--- src/rtl/uart_bus_arbiter.sv ---
// Two-master arbiter/sequencer for the fake UART register bus.
// Alternates grants on ties and drives one write strobe or a timed read per transfer.
module uart_bus_arbiter #(
    parameter int RD_LATENCY = 2
) (
    input  logic        clk_i,
    input  logic        n_reset_i,
    input  logic        m0_req_i,
    input  logic        m0_we_i,
    input  logic [5:0]  m0_addr_i,
    input  logic [31:0] m0_data_i,
    output logic        m0_ack_o,
    output logic [31:0] m0_data_o,
    input  logic        m1_req_i,
    input  logic        m1_we_i,
    input  logic [5:0]  m1_addr_i,
    input  logic [31:0] m1_data_i,
    output logic        m1_ack_o,
    output logic [31:0] m1_data_o,
    output logic [5:0]  addr_o,
    output logic [31:0] data_o,
    output logic        write_o,
    output logic        read_o,
    input  logic [31:0] data_i,
    output logic        owner_o,
    output logic        busy_o
);

    typedef enum logic [1:0] {
        S_IDLE    = 2'd0,
        S_ISSUE   = 2'd1,
        S_RD_WAIT = 2'd2,
        S_ACK     = 2'd3
    } state_t;

    localparam logic [2:0] RD_LAT_C = 3'(RD_LATENCY);

    state_t      state_q, state_d;
    logic [5:0]  addr_q, addr_d;
    logic [31:0] data_q, data_d;
    logic        we_q, we_d;
    logic        owner_q, owner_d;
    logic        last_q, last_d;
    logic [2:0]  cnt_q, cnt_d;
    logic        write_q, write_d;
    logic        read_q, read_d;
    logic        m0_ack_q, m0_ack_d;
    logic        m1_ack_q, m1_ack_d;
    logic [31:0] m0_rd_q, m0_rd_d;
    logic [31:0] m1_rd_q, m1_rd_d;
    logic        sel_s;

    // Pick the master to grant: a tie goes to whoever was not served last.
    always_comb begin
        if (m0_req_i && m1_req_i) begin
            sel_s = ~last_q;
        end else if (m1_req_i) begin
            sel_s = 1'b1;
        end else begin
            sel_s = 1'b0;
        end
    end

    // Next-state and registered-output computation for the transfer sequencer.
    always_comb begin
        state_d  = state_q;
        addr_d   = addr_q;
        data_d   = data_q;
        we_d     = we_q;
        owner_d  = owner_q;
        last_d   = last_q;
        cnt_d    = cnt_q;
        write_d  = 1'b0;
        read_d   = 1'b0;
        m0_ack_d = 1'b0;
        m1_ack_d = 1'b0;
        m0_rd_d  = m0_rd_q;
        m1_rd_d  = m1_rd_q;
        case (state_q)
            S_IDLE: begin
                if (m0_req_i || m1_req_i) begin
                    addr_d  = sel_s ? m1_addr_i : m0_addr_i;
                    data_d  = sel_s ? m1_data_i : m0_data_i;
                    we_d    = sel_s ? m1_we_i : m0_we_i;
                    owner_d = sel_s;
                    // Strobes are set on the grant edge so they are high during ISSUE.
                    write_d = sel_s ? m1_we_i : m0_we_i;
                    read_d  = sel_s ? ~m1_we_i : ~m0_we_i;
                    state_d = S_ISSUE;
                end else begin
                    state_d = S_IDLE;
                end
            end
            S_ISSUE: begin
                if (we_q) begin
                    m0_ack_d = ~owner_q;
                    m1_ack_d = owner_q;
                    state_d  = S_ACK;
                end else begin
                    cnt_d   = RD_LAT_C;
                    state_d = S_RD_WAIT;
                end
            end
            S_RD_WAIT: begin
                cnt_d = cnt_q - 3'd1;
                if (cnt_q == 3'd1) begin
                    if (owner_q) begin
                        m1_rd_d = data_i;
                    end else begin
                        m0_rd_d = data_i;
                    end
                    m0_ack_d = ~owner_q;
                    m1_ack_d = owner_q;
                    state_d  = S_ACK;
                end else begin
                    state_d = S_RD_WAIT;
                end
            end
            S_ACK: begin
                last_d  = owner_q;
                state_d = S_IDLE;
            end
            default: begin
                state_d = S_IDLE;
            end
        endcase
    end

    // State and output registers; reset abandons any transfer in flight.
    always_ff @(posedge clk_i or negedge n_reset_i) begin
        if (!n_reset_i) begin
            state_q  <= S_IDLE;
            addr_q   <= 6'd0;
            data_q   <= 32'd0;
            we_q     <= 1'b0;
            owner_q  <= 1'b0;
            last_q   <= 1'b1;
            cnt_q    <= 3'd0;
            write_q  <= 1'b0;
            read_q   <= 1'b0;
            m0_ack_q <= 1'b0;
            m1_ack_q <= 1'b0;
            m0_rd_q  <= 32'd0;
            m1_rd_q  <= 32'd0;
        end else begin
            state_q  <= state_d;
            addr_q   <= addr_d;
            data_q   <= data_d;
            we_q     <= we_d;
            owner_q  <= owner_d;
            last_q   <= last_d;
            cnt_q    <= cnt_d;
            write_q  <= write_d;
            read_q   <= read_d;
            m0_ack_q <= m0_ack_d;
            m1_ack_q <= m1_ack_d;
            m0_rd_q  <= m0_rd_d;
            m1_rd_q  <= m1_rd_d;
        end
    end

    assign addr_o    = addr_q;
    assign data_o    = data_q;
    assign write_o   = write_q;
    assign read_o    = read_q;
    assign owner_o   = owner_q;
    assign m0_ack_o  = m0_ack_q;
    assign m1_ack_o  = m1_ack_q;
    assign m0_data_o = m0_rd_q;
    assign m1_data_o = m1_rd_q;
    assign busy_o    = (state_q != S_IDLE);

endmodule

--- config.mk ---
export PLATFORM = sky130hd
export DESIGN_NAME = uart_bus_arbiter
export DESIGN_NICKNAME = d
export VERILOG_FILES = /design/src/rtl/uart_bus_arbiter.sv
export SDC_FILE = /design/constraint.sdc
export NUM_CORES = 1
export LEC_CHECK = 0
export ABC_AREA = 1
export BUFFER_PORTS_ARGS = -buffer_cell sky130_fd_sc_hd__buf_2
export CAP_MARGIN = 20
export CELL_PAD_IN_SITES_DETAIL_PLACEMENT = 1
export CELL_PAD_IN_SITES_GLOBAL_PLACEMENT = 2
export CORE_UTILIZATION = 23
export DETAILED_ROUTE_END_ITERATION = 10
export PLACE_DENSITY = 0.74
export SKIP_CTS_REPAIR_TIMING = 1
export SLEW_MARGIN = 20
export SYNTH_ARGS = -nofsm -noshare
export SYNTH_HDL_FRONTEND = slang
export SYNTH_SLANG_ARGS = --single-unit
--- constraint.sdc ---
create_clock -name clk_i -period 1.2 [get_ports clk_i]
set_input_delay 0.36 -clock clk_i [delete_from_list [all_inputs] [get_ports clk_i]]
set_output_delay 0.36 -clock clk_i [all_outputs]
set_load 0.005 [all_outputs]
==> out/qor.yml <==
area_delta_synth_final_pct: 57.15
dieHeight_um: 151.5
status: "finished, violations left"
wl_met2_mm: 7.982
fin_ws_ns: -0.4142
tightest_slew_ns: 0.4027
via_per_inst: 4.188
hold_viol_final: 0
htree_levels: 4
synthTopCellsByArea: "dfrtp_1 55%, nand2_1 15%, inv_1 9.0%, nand3_1 7.8%, o21ai_0 6.3%"
grt_pass1_vias: 4926
wirelength_met1_mm: 7.525
antenna_found_initial: 1
cts_tree: "yes"
wl_per_cell_um: 14.69
switching_share_pct: 35.22
synthesis.nets: 758
synth_cell_type_count: 19
clock_sinks: 114
ir_drop_uv: 978.0
root_buffer: "clkbuf_16"
min_period_ns: 1.614
drt_wl_total_mm: 17.47
core_sq_um: 21890
leakage_nw: 4.595
ys_seq_area_share_pct: 55.54
final_cells: 1189
top_layer_used: "met4"
synthCells: 638
p_per_area_nw_per_um2: 2587
drc_errors: 0
cap_violations: 0
clkTransAtPathRegs_ns: 0.06
num_rows: 54
grtUsageTotal_pct: 14.47
power.share.combinational_pct: 41.0
finalCritPeriodShare_pct: 134.5
vias: 4980
clkPwrFrac_pct: 26.4
met3_wirelength_mm: 1.802
syn_avg_cell_area_sq_um: 8.054
grt_max_degree: 66
place.gp.congestion: 0.7068
rsz0062_at_grt: "yes"
cp-start-kind: "register"
drt_iter0_drc: 99
netlist.area_leader.share_pct: 55.03
dp_hpwl_mm: 11.77
skew_ns: 0.01247
setup_viol: 220
fin_setup_tns_ns: -33.01
io_pins: 222
critical_path_required_ns: 0.84
dp.cells: 1142
p_switching_mw: 7.357
numCtsBuffers: 17
die-area_sq_um: 22940
hold_path_class: "primary input to register"
ys_ff_latch: 114
violations: "negative setup slack"
nets: 1016
grt_pass1_wl_mm: 25.56
yosys.area.top_type: "dfrtp_1"
first_pass_iters: 5
start_util_pct: 23.47
pre_cts_ws_ns: -0.2496
synth_area_sq_um: 5139
cp.arrival_ns: 1.25
worstSetupPathType: "register to output port"
port_buffers: 221
clkLatencyLatePin_ns: 0.42
fmax_mhz: 619.5
critical_path.endpoint_type: "output port"
p_seq_share_pct: 32.6
yosys_warnings: 0
clockBufferDepth: 2
ant_nets: 0
antennaDiodeCount: 0
slew_viol_final: 0
relSlewSlack_pct: 73.15
die_w_um: 151.5
p_int_mw: 13.53
grt_remaining_overflow: 0
path_max_fanout: 3
drive_gt1_share_pct: 39.27
[critical path, stage by stage, from the launching register on]
cell and delay, ns:
dfrtp_1 0.38, inv_2 0.07, buf_6 0.09, ha_4 0.15, inv_4 0.04, buf_6 0.11
[flip-flops by register name, indices dropped and copies added, names as in the netlist]
| signal | cells |
|---|---|
| last_q | 1 |
| owner_o | 1 |
| m1_data_o | 32 |
| cnt_q | 3 |
| m0_data_o | 32 |
| addr_o | 6 |
| write_o | 1 |
| state_q | 2 |
| data_o | 32 |
| we_q | 1 |
| m0_ack_o | 1 |
| m1_ack_o | 1 |
| read_o | 1 |
[cell families after synthesis]
logic type | Yosys count | synth area share, %
AND/OR/NAND/NOR | 290 | 23.64
flip-flops | 114 | 55.54
AO/OA/AOI/OAI | 71 | 6.988
adder cells (fa/ha/maj) | 6 | 1.461
buffers and inverters | 157 | 12.37
[Yosys cell counts (all sizes together)]
library cell and number:
nand2 199, inv 123, dfrtp 113, nand3 81, o21ai 68, buf 24
clkbuf 10, nor2 9, ha 6, a21oi 3, dfstp 1, nand4 1
[layout make-up]
class                           count  area, sq um
Sequential cell                   114         2854
Tap cell                          280        350.3
Fill cell                        2656        13820
Multi-Input combinational cell    367         1919
Clock buffer                       18        429.2
Inverter                          123        464.2
Timing Repair Buffer              273         1854
Clock inverter                     14        203.9
[final timing paths]
kind	slack, ns	start	to	cells after the start
worst max-delay path	-0.41	state_q[0]	busy_o	5
worst min-delay path	0.21	data_i[3]	m0_data_o[3]	3
worst max register to register	-0.32	state_q[0]	data_o[14]	10
worst min register to register	0.47	data_o[29]	data_o[29]	2
max in group asynchronous	0.34	n_reset_i	last_q	3
min in group asynchronous	0.50	n_reset_i	m0_data_o[30]	3
[cell usage in the layout (no fill, tap or decap), drive strengths merged]
master       instances
a21oi                3
buf                265
bufinv               4
clkbuf              25
clkinv               7
dfrtp              113
dfstp                1
dlygate4sd3          1
ha                   6
inv                126
nand2              199
nand3               81
nand4                1
nor2                 9
o21ai               68
[power by group through the flow]
stage | Combinational (mW) | Clock, mW | Sequential (mW)
after floorplan | 3.17 | 0 | 7.00
after detailed placement | 7.29 | 0 | 6.86
after global routing | 9.69 | 5.83 | 7.09
after global placement | 7.08 | 0 | 6.85
final | 8.57 | 5.51 | 6.81
after CTS | 7.31 | 5.67 | 6.85
[per-layer routing]
metal | GRT usage, % | up-vias
met4 | 4.500 | 0
met2 | 23.17 | 173
met1 | 17.17 | 2338
li1 | - | 2459
met3 | 6.617 | 10
met5 | 0 | -
[through the flow]
stage	hold WS, ns	power (mW)	area, sq um	utilization, %
after floorplan	0.06441	10.17	5205	-
after CTS	-0.06620	19.82	7517	34.34
after detailed placement	0.3796	14.14	6884	31.45
after global placement	0.3772	13.93	6884	31.45
final	0.2138	20.89	8075	36.89
after global routing	0.2049	22.62	8075	36.89
No activity file was read; power rests on OpenSTA's default activity.
